--- config.mk ---
export PLATFORM = sky130hd
export DESIGN_NAME = rf_wb_queue
export DESIGN_NICKNAME = d
export VERILOG_FILES = /design/src/rtl/rf_wb_queue.sv
export SDC_FILE = /design/constraint.sdc
export NUM_CORES = 1
export LEC_CHECK = 0
export BUFFER_PORTS_ARGS = -buffer_cell sky130_fd_sc_hd__clkbuf_2
export CELL_PAD_IN_SITES_DETAIL_PLACEMENT = 0
export CELL_PAD_IN_SITES_GLOBAL_PLACEMENT = 1
export CORE_ASPECT_RATIO = 1.5
export CORE_MARGIN = 4
export CORE_UTILIZATION = 46
export CTS_BUF_LIST = sky130_fd_sc_hd__clkbuf_8
export DETAILED_ROUTE_END_ITERATION = 10
export PLACE_DENSITY = 0.79
export RECOVER_POWER = 50
export SYNTH_ARGS = -nofsm -noshare
export SYNTH_HDL_FRONTEND = slang
export SYNTH_SLANG_ARGS = --single-unit
--- constraint.sdc ---
create_clock -name CLK -period 8.7 [get_ports CLK]
set_input_delay 1.74 -clock CLK [delete_from_list [all_inputs] [get_ports CLK]]
set_output_delay 1.74 -clock CLK [all_outputs]
set_load 0.01 [all_outputs]
--- src/rtl/rf_wb_queue.sv ---
`default_nettype none
// ============================================================================
// Module   : rf_wb_queue
// Function : In-order writeback queue feeding a 2-write-port register file.
//            Optional hazard lookup ports are enabled by RF_WB_PENDING_EN.
// Revision : 1.0
// ============================================================================
module rf_wb_queue #(
  parameter int ADDR_SIZE  = 5,
  parameter int DATA_WIDTH = 32,
  parameter int DEPTH      = 4
) (
  input  logic                    CLK,
  input  logic                    RST,
  input  logic                    P0Valid,
  input  logic [ADDR_SIZE-1:0]    P0Addr,
  input  logic [DATA_WIDTH-1:0]   P0Data,
  output logic                    P0Ready,
  input  logic                    P1Valid,
  input  logic [ADDR_SIZE-1:0]    P1Addr,
  input  logic [DATA_WIDTH-1:0]   P1Data,
  output logic                    P1Ready,
  output logic                    W1E,
  output logic [ADDR_SIZE-1:0]    WAddr1,
  output logic [DATA_WIDTH-1:0]   WData1,
  output logic                    W2E,
  output logic [ADDR_SIZE-1:0]    WAddr2,
  output logic [DATA_WIDTH-1:0]   WData2,
  output logic                    Empty,
  output logic                    Full,
  output logic [$clog2(DEPTH):0]  Count
`ifdef RF_WB_PENDING_EN
  ,
  input  logic [ADDR_SIZE-1:0]    QAddr1,
  input  logic [ADDR_SIZE-1:0]    QAddr2,
  input  logic [ADDR_SIZE-1:0]    QAddr3,
  input  logic [ADDR_SIZE-1:0]    QAddr4,
  output logic                    Pend1,
  output logic                    Pend2,
  output logic                    Pend3,
  output logic                    Pend4
`endif
);

  localparam int PW = $clog2(DEPTH);
  localparam int CW = PW + 1;
  localparam logic [CW-1:0] DEPTH_C  = CW'(DEPTH);
  localparam logic [CW-1:0] DEPTH_M2 = CW'(DEPTH - 2);

  logic [ADDR_SIZE-1:0]  addr_q [DEPTH];
  logic [DATA_WIDTH-1:0] data_q [DEPTH];

  logic [PW-1:0]         head_q, head_d, tail_q, tail_d, head_p1, tail_p1;
  logic [CW-1:0]         count_q, count_d, avail;
  logic                  empty_q, full_q;
  logic                  w1e_q, w1e_d, w2e_q, w2e_d;
  logic [ADDR_SIZE-1:0]  waddr1_q, waddr1_d, waddr2_q, waddr2_d;
  logic [DATA_WIDTH-1:0] wdata1_q, wdata1_d, wdata2_q, wdata2_d;

  logic                  acc0, acc1, st0, st1;
  logic [1:0]            enq, deq;
  logic [ADDR_SIZE-1:0]  in0_addr, in1_addr, e0_addr, e1_addr;
  logic [DATA_WIDTH-1:0] in0_data, in1_data, e0_data, e1_data;

  assign P0Ready = (count_q < DEPTH_C);
  assign P1Ready = (count_q <= DEPTH_M2);

  assign head_p1 = head_q + PW'(1);
  assign tail_p1 = tail_q + PW'(1);

  always_comb begin
    acc0     = P0Valid && P0Ready;
    acc1     = P1Valid && P1Ready;
    st0      = acc0 && (P0Addr != '0);
    st1      = acc1 && (P1Addr != '0);
    enq      = {1'b0, st0} + {1'b0, st1};
    in0_addr = st0 ? P0Addr : P1Addr;
    in0_data = st0 ? P0Data : P1Data;
    in1_addr = P1Addr;
    in1_data = P1Data;
    avail    = count_q + CW'(enq);

    // Issue window: oldest two entries of the stored queue followed by this
    // cycle's arrivals, so an empty queue forwards a result with one cycle latency.
    if (count_q != '0) begin
      e0_addr = addr_q[head_q];
      e0_data = data_q[head_q];
    end else begin
      e0_addr = in0_addr;
      e0_data = in0_data;
    end
    if (count_q >= CW'(2)) begin
      e1_addr = addr_q[head_p1];
      e1_data = data_q[head_p1];
    end else if (count_q == CW'(1)) begin
      e1_addr = in0_addr;
      e1_data = in0_data;
    end else begin
      e1_addr = in1_addr;
      e1_data = in1_data;
    end

    deq = 2'd0;
    if (avail != '0) deq = 2'd1;
    if ((avail >= CW'(2)) && (e1_addr != e0_addr)) deq = 2'd2;

    w1e_d    = (deq != 2'd0);
    waddr1_d = w1e_d ? e0_addr : waddr1_q;
    wdata1_d = w1e_d ? e0_data : wdata1_q;
    w2e_d    = (deq == 2'd2);
    waddr2_d = w2e_d ? e1_addr : waddr2_q;
    wdata2_d = w2e_d ? e1_data : wdata2_q;

    head_d   = head_q + PW'(deq);
    tail_d   = tail_q + PW'(enq);
    count_d  = avail - CW'(deq);
  end

  // Arrivals are always written at tail; forwarded ones are simply skipped by head.
  always_ff @(posedge CLK) begin
    if (st0 || st1) begin
      addr_q[tail_q] <= in0_addr;
      data_q[tail_q] <= in0_data;
    end
    if (st0 && st1) begin
      addr_q[tail_p1] <= in1_addr;
      data_q[tail_p1] <= in1_data;
    end
  end

  always_ff @(posedge CLK or posedge RST) begin
    if (RST) begin
      head_q   <= '0;
      tail_q   <= '0;
      count_q  <= '0;
      empty_q  <= 1'b1;
      full_q   <= 1'b0;
      w1e_q    <= 1'b0;
      waddr1_q <= '0;
      wdata1_q <= '0;
      w2e_q    <= 1'b0;
      waddr2_q <= '0;
      wdata2_q <= '0;
    end else begin
      head_q   <= head_d;
      tail_q   <= tail_d;
      count_q  <= count_d;
      empty_q  <= (count_d == '0);
      full_q   <= (count_d == DEPTH_C);
      w1e_q    <= w1e_d;
      waddr1_q <= waddr1_d;
      wdata1_q <= wdata1_d;
      w2e_q    <= w2e_d;
      waddr2_q <= waddr2_d;
      wdata2_q <= wdata2_d;
    end
  end

  assign W1E    = w1e_q;
  assign WAddr1 = waddr1_q;
  assign WData1 = wdata1_q;
  assign W2E    = w2e_q;
  assign WAddr2 = waddr2_q;
  assign WData2 = wdata2_q;
  assign Empty  = empty_q;
  assign Full   = full_q;
  assign Count  = count_q;

`ifdef RF_WB_PENDING_EN
  logic [DEPTH-1:0] live;

  always_comb begin
    for (int i = 0; i < DEPTH; i++) begin
      live[i] = ({1'b0, PW'(PW'(i) - head_q)} < count_q);
    end
  end

  function automatic logic pend_hit(input logic [ADDR_SIZE-1:0] qa);
    logic hit;
    hit = (w1e_q && (waddr1_q == qa)) || (w2e_q && (waddr2_q == qa));
    for (int i = 0; i < DEPTH; i++) begin
      if (live[i] && (addr_q[i] == qa)) hit = 1'b1;
    end
    return hit && (qa != '0);
  endfunction

  always_comb begin
    Pend1 = pend_hit(QAddr1);
    Pend2 = pend_hit(QAddr2);
    Pend3 = pend_hit(QAddr3);
    Pend4 = pend_hit(QAddr4);
  end
`endif

endmodule
`default_nettype wire

# Yosys cells after proc, flatten, opt, wreduce, memory -nomap -nowiden

Memories as Yosys holds them, arrays and structs flattened.
Cells that the tools add are included.
W data, S select, Z words.

Memories kept: 2
Bits in latches: 0
Bits in registers: 85
Logic and storage cells: 55
Bits in read-only memories: 0
Input bits: 78
Bits in writable memories: 148
Output and inout bits: 83

Div/mod/pow operators: 0
Bitwise logic cells: 0
Magnitude comparators: 4
Add/sub/neg operators: 7
Multipliers: 0
Mux-type cells: 14
Reductions and logical operators: 13
Equality and inequality tests: 4
Shift-type cells: 0

Memories:

| name   | depth | width | read ports | clocked after Yosys merged registers in | wr ports | line | RTL |
|---|---|---|---|---|---|---|---|
| data_q | 4     | 32    | 2          | 0                                       | 2        | 51   | `logic [DATA_WIDTH-1:0] data_q [DEPTH];` |
| addr_q | 4     | 5     | 2          | 0                                       | 2        | 50   | `logic [ADDR_SIZE-1:0] addr_q [DEPTH];` |

Operators with widths:

| cell                  | number |
|---|---|
| $mux W32              | 4 |
| $mux W5               | 4 |
| $reduce_bool A5 Y1    | 2 |
| $ge A3 B2 Y1 const B  | 2 |
| $logic_and A1 B1 Y1   | 6 |
| $reduce_bool A3 Y1    | 2 |
| $mux W1               | 5 |
| $ne A5 B5 Y1          | 1 |
| $add A2 B1 Y2 const B | 2 |
| $add A2 B2 Y2         | 2 |
| $add A3 B2 Y3         | 1 |
| $eq A3 B1 Y1 const B  | 1 |
| $eq A3 B3 Y1 const B  | 1 |
| $le A3 B2 Y1 const B  | 1 |
| $logic_not A3 Y1      | 1 |
| $lt A3 B3 Y1 const B  | 1 |
| $sub A3 B2 Y3         | 1 |
| $add A1 B1 Y2         | 1 |
| $eq A2 B2 Y1 const B  | 1 |
| $mux W2               | 1 |
| $reduce_bool A2 Y1    | 1 |
| $logic_or A1 B1 Y1    | 1 |

# Longest topological paths before layout

Gate-level depths: netlist of the first run.

Word-level depth: 11
Depth in mapped cells: 16
Mapped depth without buffers: 14

# Worst setup path before layout of the first run

Ideal clock, no wire load.

Path type: input -> register
From: input port P0Valid
To: memory addr_q[1][0], enable pin
Path slack: 2.480 ns
Data arrival time: 5.733 ns
Path buffers: 2
Setup time: 0.488 ns
Required time: 8.212 ns
Cell stages on the path: 7
Path through: buf_2 > nand2b_1 > a21oi_2 > inv_2 > buf_2 > ha_1 > a211oi_1

RTL lines:

| element     | line | RTL |
|---|---|---|
| from (decl) | 15   | `input logic P0Valid,` |
| to (decl)   | 50   |  |

==> results of run 1 <==
==> worst paths after layout <==
kind / depth (start not counted) / from / to / slack, ns
min reg2reg: 2 / WData1[3] / WData1[3] / 0.48
max: 7 / P0Addr[3] / data_q[1][12] / 2.42
max in group asynchronous: 3 / RST / head_q[0] / 3.42
max reg2reg: 6 / Count[2] / data_q[1][12] / 3.25
min in group asynchronous: 2 / RST / WData2[8] / 1.70
min: 2 / WData1[3] / WData1[3] / 0.48
==> area by class of cell <==
| class | count | area, sq um | area share |
|---|---|---|---|
| clock buffer | 42 | 578 | 0.0404 |
| clock inverter | 24 | 100 | 0.00699 |
| inverter | 12 | 46.3 | 0.00323 |
| multi-input combinational | 747 | 5790 | 0.404 |
| sequential | 233 | 6580 | 0.460 |
| tap | 342 | 428 | 0.0299 |
| timing repair buffer | 176 | 797 | 0.0557 |
==> per-stage QoR <==
step / area, sq um / total power, uW
global placement: 13800 / 4960
finish: 14300 / 5830
CTS: 14500 / 5930
floorplan: 12700 / 4180
detailed placement: 13800 / 5040
global route: 14300 / 6220
==> cell usage after synthesis (all sizes together), types with 2 or more instances <==
| cell | count |
|---|---|
| a211oi | 2 |
| a21oi | 199 |
| a221oi | 3 |
| a31oi | 7 |
| buf | 25 |
| clkbuf | 55 |
| dfrtp | 84 |
| edfxtp | 148 |
| fa | 2 |
| ha | 6 |
| inv | 12 |
| mux2 | 57 |
| mux2i | 67 |
| mux4 | 74 |
| nand2 | 45 |
| nand3 | 8 |
| nand3b | 3 |
| nor2 | 205 |
| nor3 | 2 |
| nor4 | 3 |
| o21ai | 42 |
| o31ai | 2 |
| xnor2 | 7 |
| xor2 | 4 |
==> placed cells by master, fill, tap and decap left out, drive strengths merged, types with 3 or more instances in the layout <==
cell        n
clkbuf    207
nor2      205
a21oi     199
edfxtp    148
dfrtp      84
mux4       74
mux2i      67
mux2       57
nand2      45
o21ai      42
inv        24
buf        11
clkinv      9
nand3       8
xnor2       7
a31oi       7
ha          6
xor2        4
nand3b      3
nor4        3
a221oi      3
clkinvlp    3
==> worst min-delay path, delay by kind of cell, from the launching register on <==
family           cells  cell delay, ns
flip-flops           1            0.34
AO/OA/AOI/OAI        1            0.06
AND/OR/NAND/NOR      1            0.04
==> cell families after synthesis <==
group,after synthesis,share of synthesized area
and+or+nand+nor,272,0.0874
AOI/OAI and AO/OA,258,0.107
DFF,233,0.518
muxes,198,0.240
buffers and inverters,92,0.0307
xor gates and xnor gates,11,0.00760
adders and majority gates,8,0.00908
==> power groups by stage <==
| stage | clock network, uW | logic [uW] | registers, uW |
|---|---|---|---|
| final | 878 | 2890 | 2050 |
| after global routing | 952 | 3160 | 2110 |
| after CTS | 899 | 2970 | 2060 |
| after detailed placement | 0 | 2960 | 2080 |
| after global placement | 0 | 2900 | 2060 |
| after floorplan | 0 | 2170 | 2010 |
==> registers in the layout (all words and copies together), names as in the netlist <==
name / flops
WAddr2: 5
WAddr1: 5
WData1: 32
WData2: 32
Empty: 1
data_q: 128
W1E: 1
head_q: 2
tail_q: 2
addr_q: 20
W2E: 1
Full: 1
Count: 3
==> per-layer routing <==
layer,vias up,share of wire
li1,4255,-
met1,4508,0.40
met2,324,0.51
met3,71,0.063
met4,0,0.032
met5,-,0
==> results.txt, run 1 <==
----------------------------------------------------
[Routing]
  Drt wl/cell ... 21.6 um
  Detailed-route via count ... 9158
  Detailed Route Iter0 Violations ... 818
  Vias per inst ... 5.81
  Final wirelength ... 34.0 mm
  ANT nets after route ... 0
  DRC Markers ... 0
  Number of search-and-repair iterations in the first detailed-routing pass ... 6

[Worst setup path]
  Maximum single-stage delay on the critical path ... 2.18 ns
  Critical path type ... in2reg
  Critical Path End Type ... flop
  Setup crit start kind ... primary input
  Bufs and invs on worst path ... 2
  Critical-path cell list ... clkbuf_1, nor4_1, a21oi_1, ha_1, nor2_1, a211oi_1, buf_4
  Crit path max fanout ... 24
  Slowest-stage cell, CP ... sky130_fd_sc_hd__a211oi_1
  Cell family with most CP delay ... compound AO/OA/AOI/OAI gates
  Crit path DAT ... 6.47 ns
  Required time at the endpoint of the critical path ... 8.89 ns

[Pwr]
  Combinational fraction of design power ... 0.497
  Total internal power ... 3490 uW
  Switching power total ... 2340 uW
  Sw frac ... 0.401
  Register share of total power ... 0.353
  Cell area power density ... 407 nW/um^2
  Clock Power Share ... 0.151
  LEAKAGE ... 0.00566 uW
  Largest voltage drop on the vdd net ... 0.330 mV

[Timing]
  Setup TNS after final layout ... 0 ns
  Max Clk Rate ... 0.159 GHz
  Crit path setup slack, layout ... 2.42 ns
  Pins over their slew limit ... 221
  Unrepaired setup endpoints after global routing ... false
  Minimum hold slack ... 0.476 ns
  Fin. Hold Viols ... 0
  Max Clock Skew ... 0.0161 ns
  Min cycle time layout ... 6.28 ns
  Number of endpoints failing setup at the final stage ... 0
  Slew at the pin with the worst max-slew slack ... 3.27 ns
  Worst slew slack as a fraction of its limit ... -1.18
  Period utilisation layout ... 0.721

[Logic synthesis]
  Area share of the leading cell type in the synthesized netlist ... 0.351
  Post-Syn Nets ... 1158
  Number of standard cells after synthesis ... 1072
  Total of warnings raised by yosys ... 0
  Dominant register cell in the synthesized netlist ... sky130_fd_sc_hd__edfxtp_1
  Number of register bits inferred by synthesis ... 233
  Post-synthesis async set-or-reset flop share ... 0.365
  Number of unique standard cell types used by synthesis ... 43
  Top cell type by total area after synthesis ... sky130_fd_sc_hd__edfxtp_1
  Area of the mapped netlist ... 12700 sq um
  Count of flip-flops with a built-in enable after synthesis ... 148
  Post-synthesis area per instance ... 11.8 sq um
  Cell types occupying the most area after synthesis ... sky130_fd_sc_hd__edfxtp_1 35%, sky130_fd_sc_hd__dfrtp_1 17%, sky130_fd_sc_hd__mux4_2 13%, sky130_fd_sc_hd__a21oi_1 7.8%, sky130_fd_sc_hd__nor2_1 6.1%
  Sequential element share of the synthesized area ... 0.518

[Finish]
  Layout cells sized above 1 ... 0.214
  Layout fillers ... 2483
  Final layout net count ... 1293
  Final std cells w/o fill ... 1576
  Area growth, synth to finish ... 12.9%
  Post-Route Utilization ... 0.526
  # diodes ... 0

[Global routing]
  Maximum number of pins on one net before global-route repair ... 75
  Met2 GRT Util ... 0.389
  First-pass GRT wire length ... 52.7 mm
  Number of global-route vias before repair ... 9300
  Number of antenna violations at the first check in global routing ... 0
  Aggregate global-route resource usage ... 0.225
  Met3 routing resource usage after global routing ... 0.0398
  Met1 Resource Use GR ... 0.287
  Overall overflow remaining after global route ... 0
  Most utilized layer in the global route result ... met2

[Die]
  Top-Level Pins ... 161
  Die area ... 30300 sq um
  DIE HEIGHT ... 211 um
  Std-Cell Core Area ... 27200 sq um
  Die Width ... 144 um
  Starting density of the core ... 0.466
  Row count ... 74

[Clocking]
  CTS sink count ... 233
  Number of instances resized during post-cts repair ... 0
  # H-tree levels ... 2
  Root buf cell ... sky130_fd_sc_hd__clkbuf_8
  Clock tree from TritonCTS ... built
  # hold bufs at CTS ... 0
  Cts bufs inserted ... 37
  Clock Tree Buf Depth ... 3
  Setup bufs post-CTS ... 0
  Clock insertion delay at the later pin of the skew report ... 0.55 ns
  Clock input transition at the sequential cells of the worst setup and hold paths ... 0.06 ns

[Status]
  Outcome ... complete, but fails checks
  Violations in the final reports ... capacitance limit, slew limit

[Placement]
  Placed Cells ... 1510
  Final estimated routing congestion in global placement ... 0.833
  Number of port buffers ... 160
  Total half-perimeter wirelength after legalization and detailed placement ... 21.0 mm
  Worst slack at placement ... 3.01 ns

[Min path]
  Worst hold path class ... reg2reg

[Job]
  Maximum capacitance violations ... 6

----------------------------------------------------
No activity file was read; power rests on OpenSTA's default activity.
==> run 2: changes to the inputs <==
Settings changed: CORE_UTILIZATION 46 to 44.
Clock period 8.7 ns to 5.1 ns, I/O delays scaled along.
==> run 2 against run 1 <==
Compared with the run above:
- the flow still finishes with violations (capacitance limit, slew limit)
- worst setup slack got worse by 1.7 ns
- cell count increased by 3.3%
- non-clock buffer count increased by 5
- largest power group unchanged
==> results.txt, run 2 (synthesis results as in run 1) <==
----------------------------------------------------
[Placement]
  Worst slack at placement ... 0.348 ns
  Placed Cells ... 1558
  Total cell area at the placement stage ... 13900 sq um
  Number of port buffers ... 160
  Total half-perimeter wirelength after legalization and detailed placement ... 21.9 mm
  Final estimated routing congestion in global placement ... 0.858

[Worst setup path]
  Crit path max fanout ... 9
  Required time at the endpoint of the critical path ... 5.58 ns
  Timing endpoint of the critical path ... Full
  Setup crit start kind ... flop
  R2R Setup Slk ... 0.68 ns
  Depth of the most critical reg-to-reg path ... 14
  Critical path type ... reg2reg
  Setup crit start ... Count[2]
  Reg2Reg Capture Point ... Full
  Reg-to-Reg Start ... Count[2]
  Crit path DAT ... 4.90 ns
  Critical Path End Type ... flop

[Die]
  Die Width ... 147 um
  Die area ... 31700 sq um
  DIE HEIGHT ... 216 um
  Top-Level Pins ... 161
  Row count ... 75
  Std-Cell Core Area ... 28200 sq um
  Starting density of the core ... 0.449

[Job]
  Maximum capacitance violations ... 4

[Finish]
  Layout cells sized above 1 ... 0.221
  Final instance area ... 14500 sq um
  Layout fillers ... 2563
  Final layout net count ... 1299
  Most common cell after layout, fill and taps aside ... sky130_fd_sc_hd__nor2_1
  Final std cells w/o fill ... 1628
  Area growth, synth to finish ... 14.0%
  Number of flip-flops under the largest register name ... 128
  Biggest register ... data_q
  Most used cells in the layout excluding fill and tap cells ... 203 x sky130_fd_sc_hd__nor2_1, 198 x sky130_fd_sc_hd__a21oi_1, 148 x sky130_fd_sc_hd__edfxtp_1, 85 x sky130_fd_sc_hd__clkbuf_1, 82 x sky130_fd_sc_hd__dfrtp_1

[Clocking]
  CTS sink count ... 233
  Cts bufs inserted ... 38
  Setup bufs post-CTS ... 0
  Clock tree from TritonCTS ... built
  # H-tree levels ... 2
  Root buf cell ... sky130_fd_sc_hd__clkbuf_8
  Clock input transition at the sequential cells of the worst setup and hold paths ... 0.06 ns
  Clock Tree Buf Depth ... 3
  # hold bufs at CTS ... 0
  Number of instances resized during post-cts repair ... 0
  Clock insertion delay at the later pin of the skew report ... 0.56 ns

[Timing]
  Unrepaired setup endpoints after global routing ... false
  Worst slew slack as a fraction of its limit ... -0.775
  Number of endpoints failing setup at the final stage ... 0
  Max Clock Skew ... 0.0315 ns
  Setup TNS after final layout ... 0 ns
  Crit path setup slack, layout ... 0.677 ns
  Slew at the pin with the worst max-slew slack ... 2.65 ns
  Period utilisation layout ... 0.867
  Max Clk Rate ... 0.226 GHz
  Pins over their slew limit ... 177
  Min cycle time layout ... 4.42 ns
  Fin. Hold Viols ... 0

[Global routing]
  Overall overflow remaining after global route ... 0
  First-pass GRT wire length ... 54.4 mm
  Number of antenna violations at the first check in global routing ... 2
  Number of global-route vias before repair ... 9607
  Aggregate global-route resource usage ... 0.218
  Maximum number of pins on one net before global-route repair ... 68

[Pwr]
  Sw frac ... 0.400
  Switching power total ... 4030 uW
  Clock Power Share ... 0.153
  Final total power ... 10100 uW
  Largest voltage drop on the vdd net ... 0.346 mV
  LEAKAGE ... 0.00571 uW
  Register share of total power ... 0.345
  Cell area power density ... 697 nW/um^2
  Total internal power ... 6040 uW
  Combinational fraction of design power ... 0.502

[Routing]
  ANT nets after route ... 0
  Drt wl/cell ... 21.3 um
  Vias per inst ... 5.69
  Final wirelength ... 34.8 mm
  Number of search-and-repair iterations in the first detailed-routing pass ... 5
  DRC Markers ... 0
  Detailed Route Iter0 Violations ... 629
  Detailed-route via count ... 9264

[Status]
  Outcome ... complete, but fails checks
  Violations in the final reports ... capacitance limit, slew limit

[Min path]
  Worst hold path class ... reg2reg
  Number of cells on the worst hold path ... 2

----------------------------------------------------
-- run 2: changes by cell type in the layout (fill, tap and decap cells not counted), moves of 2 or more --
cell | before | now
sky130_fd_sc_hd__clkbuf_2 | 76 | 79
sky130_fd_sc_hd__clkinv_2 | 2 | 6
sky130_fd_sc_hd__clkinv_1 | 7 | 10
sky130_fd_sc_hd__o31ai_4 | 2 | 0
sky130_fd_sc_hd__clkbuf_1 | 89 | 85
sky130_fd_sc_hd__buf_12 | 0 | 2
sky130_fd_sc_hd__clkbuf_8 | 42 | 40
sky130_fd_sc_hd__inv_1 | 24 | 21
sky130_fd_sc_hd__buf_4 | 11 | 15
-- run 2: area by class of cell --
| type | count | area (sq um) | area share |
|---|---|---|---|
| Antenna cell | 1 | 2.50 | 0.000173 |
| Clock buffer | 40 | 551 | 0.0381 |
| Clock inverter | 29 | 146 | 0.0101 |
| Inverter | 12 | 46.3 | 0.00320 |
| Multi-Input combinational cell | 747 | 5780 | 0.400 |
| Sequential cell | 233 | 6580 | 0.455 |
| Tap cell | 385 | 482 | 0.0333 |
| Timing Repair Buffer | 181 | 867 | 0.0600 |
-- run 2: worst min path at each step --
| stage | slack (ns) | start | end |
|---|---|---|---|
| 2_1_floorplan | 0.48 | tail_q[0] | tail_q[0] |
| 3_3_place_gp | 0.46 | WData1[31] | WData1[31] |
| 3_5_place_dp | 0.47 | WData1[31] | WData1[31] |
| 4_1_cts | 0.49 | WData1[7] | WData1[7] |
| 5_1_grt | 0.51 | WData2[17] | WData2[17] |
| 6_report | 0.48 | WData1[7] | WData1[7] |
-- run 2: stage by stage --
stage | hold slack [ns] | utilization
global placement | 0.461 | 0.493
global route | 0.510 | 0.512
CTS | 0.490 | 0.517
floorplan | 0.477 | -
finish | 0.480 | 0.512
detailed placement | 0.474 | 0.493
-- run 2: critical path: stages, from the launching register on --
cell	delay, ns
sky130_fd_sc_hd__dfrtp_1	0.55
sky130_fd_sc_hd__nand2b_1	0.34
sky130_fd_sc_hd__a21oi_1	0.68
sky130_fd_sc_hd__inv_2	0.08
sky130_fd_sc_hd__ha_1	0.33
sky130_fd_sc_hd__ha_1	0.21
sky130_fd_sc_hd__fa_1	0.41
sky130_fd_sc_hd__xnor2_1	0.29
sky130_fd_sc_hd__nand2_1	0.18
sky130_fd_sc_hd__nand3_1	0.11
sky130_fd_sc_hd__o21ai_0	0.12
sky130_fd_sc_hd__ha_1	0.22
sky130_fd_sc_hd__fa_1	0.38
sky130_fd_sc_hd__xnor2_1	0.25
sky130_fd_sc_hd__and3_1	0.20
-- run 2: power groups by stage --
stage / registers, uW / clock network, uW / logic (uW)
after global routing: 3580 / 1650 / 5540
after global placement: 3490 / 0 / 5100
after floorplan: 3430 / 0 / 3700
final: 3480 / 1540 / 5060
after CTS: 3490 / 1580 / 5220
after detailed placement: 3530 / 0 / 5200
-- run 2: metal layers --
metal	track usage	routed length, um
met1	0.270	13900
met5	0	20
met3	0.0371	1890
met4	0.0782	1030
met2	0.384	18000
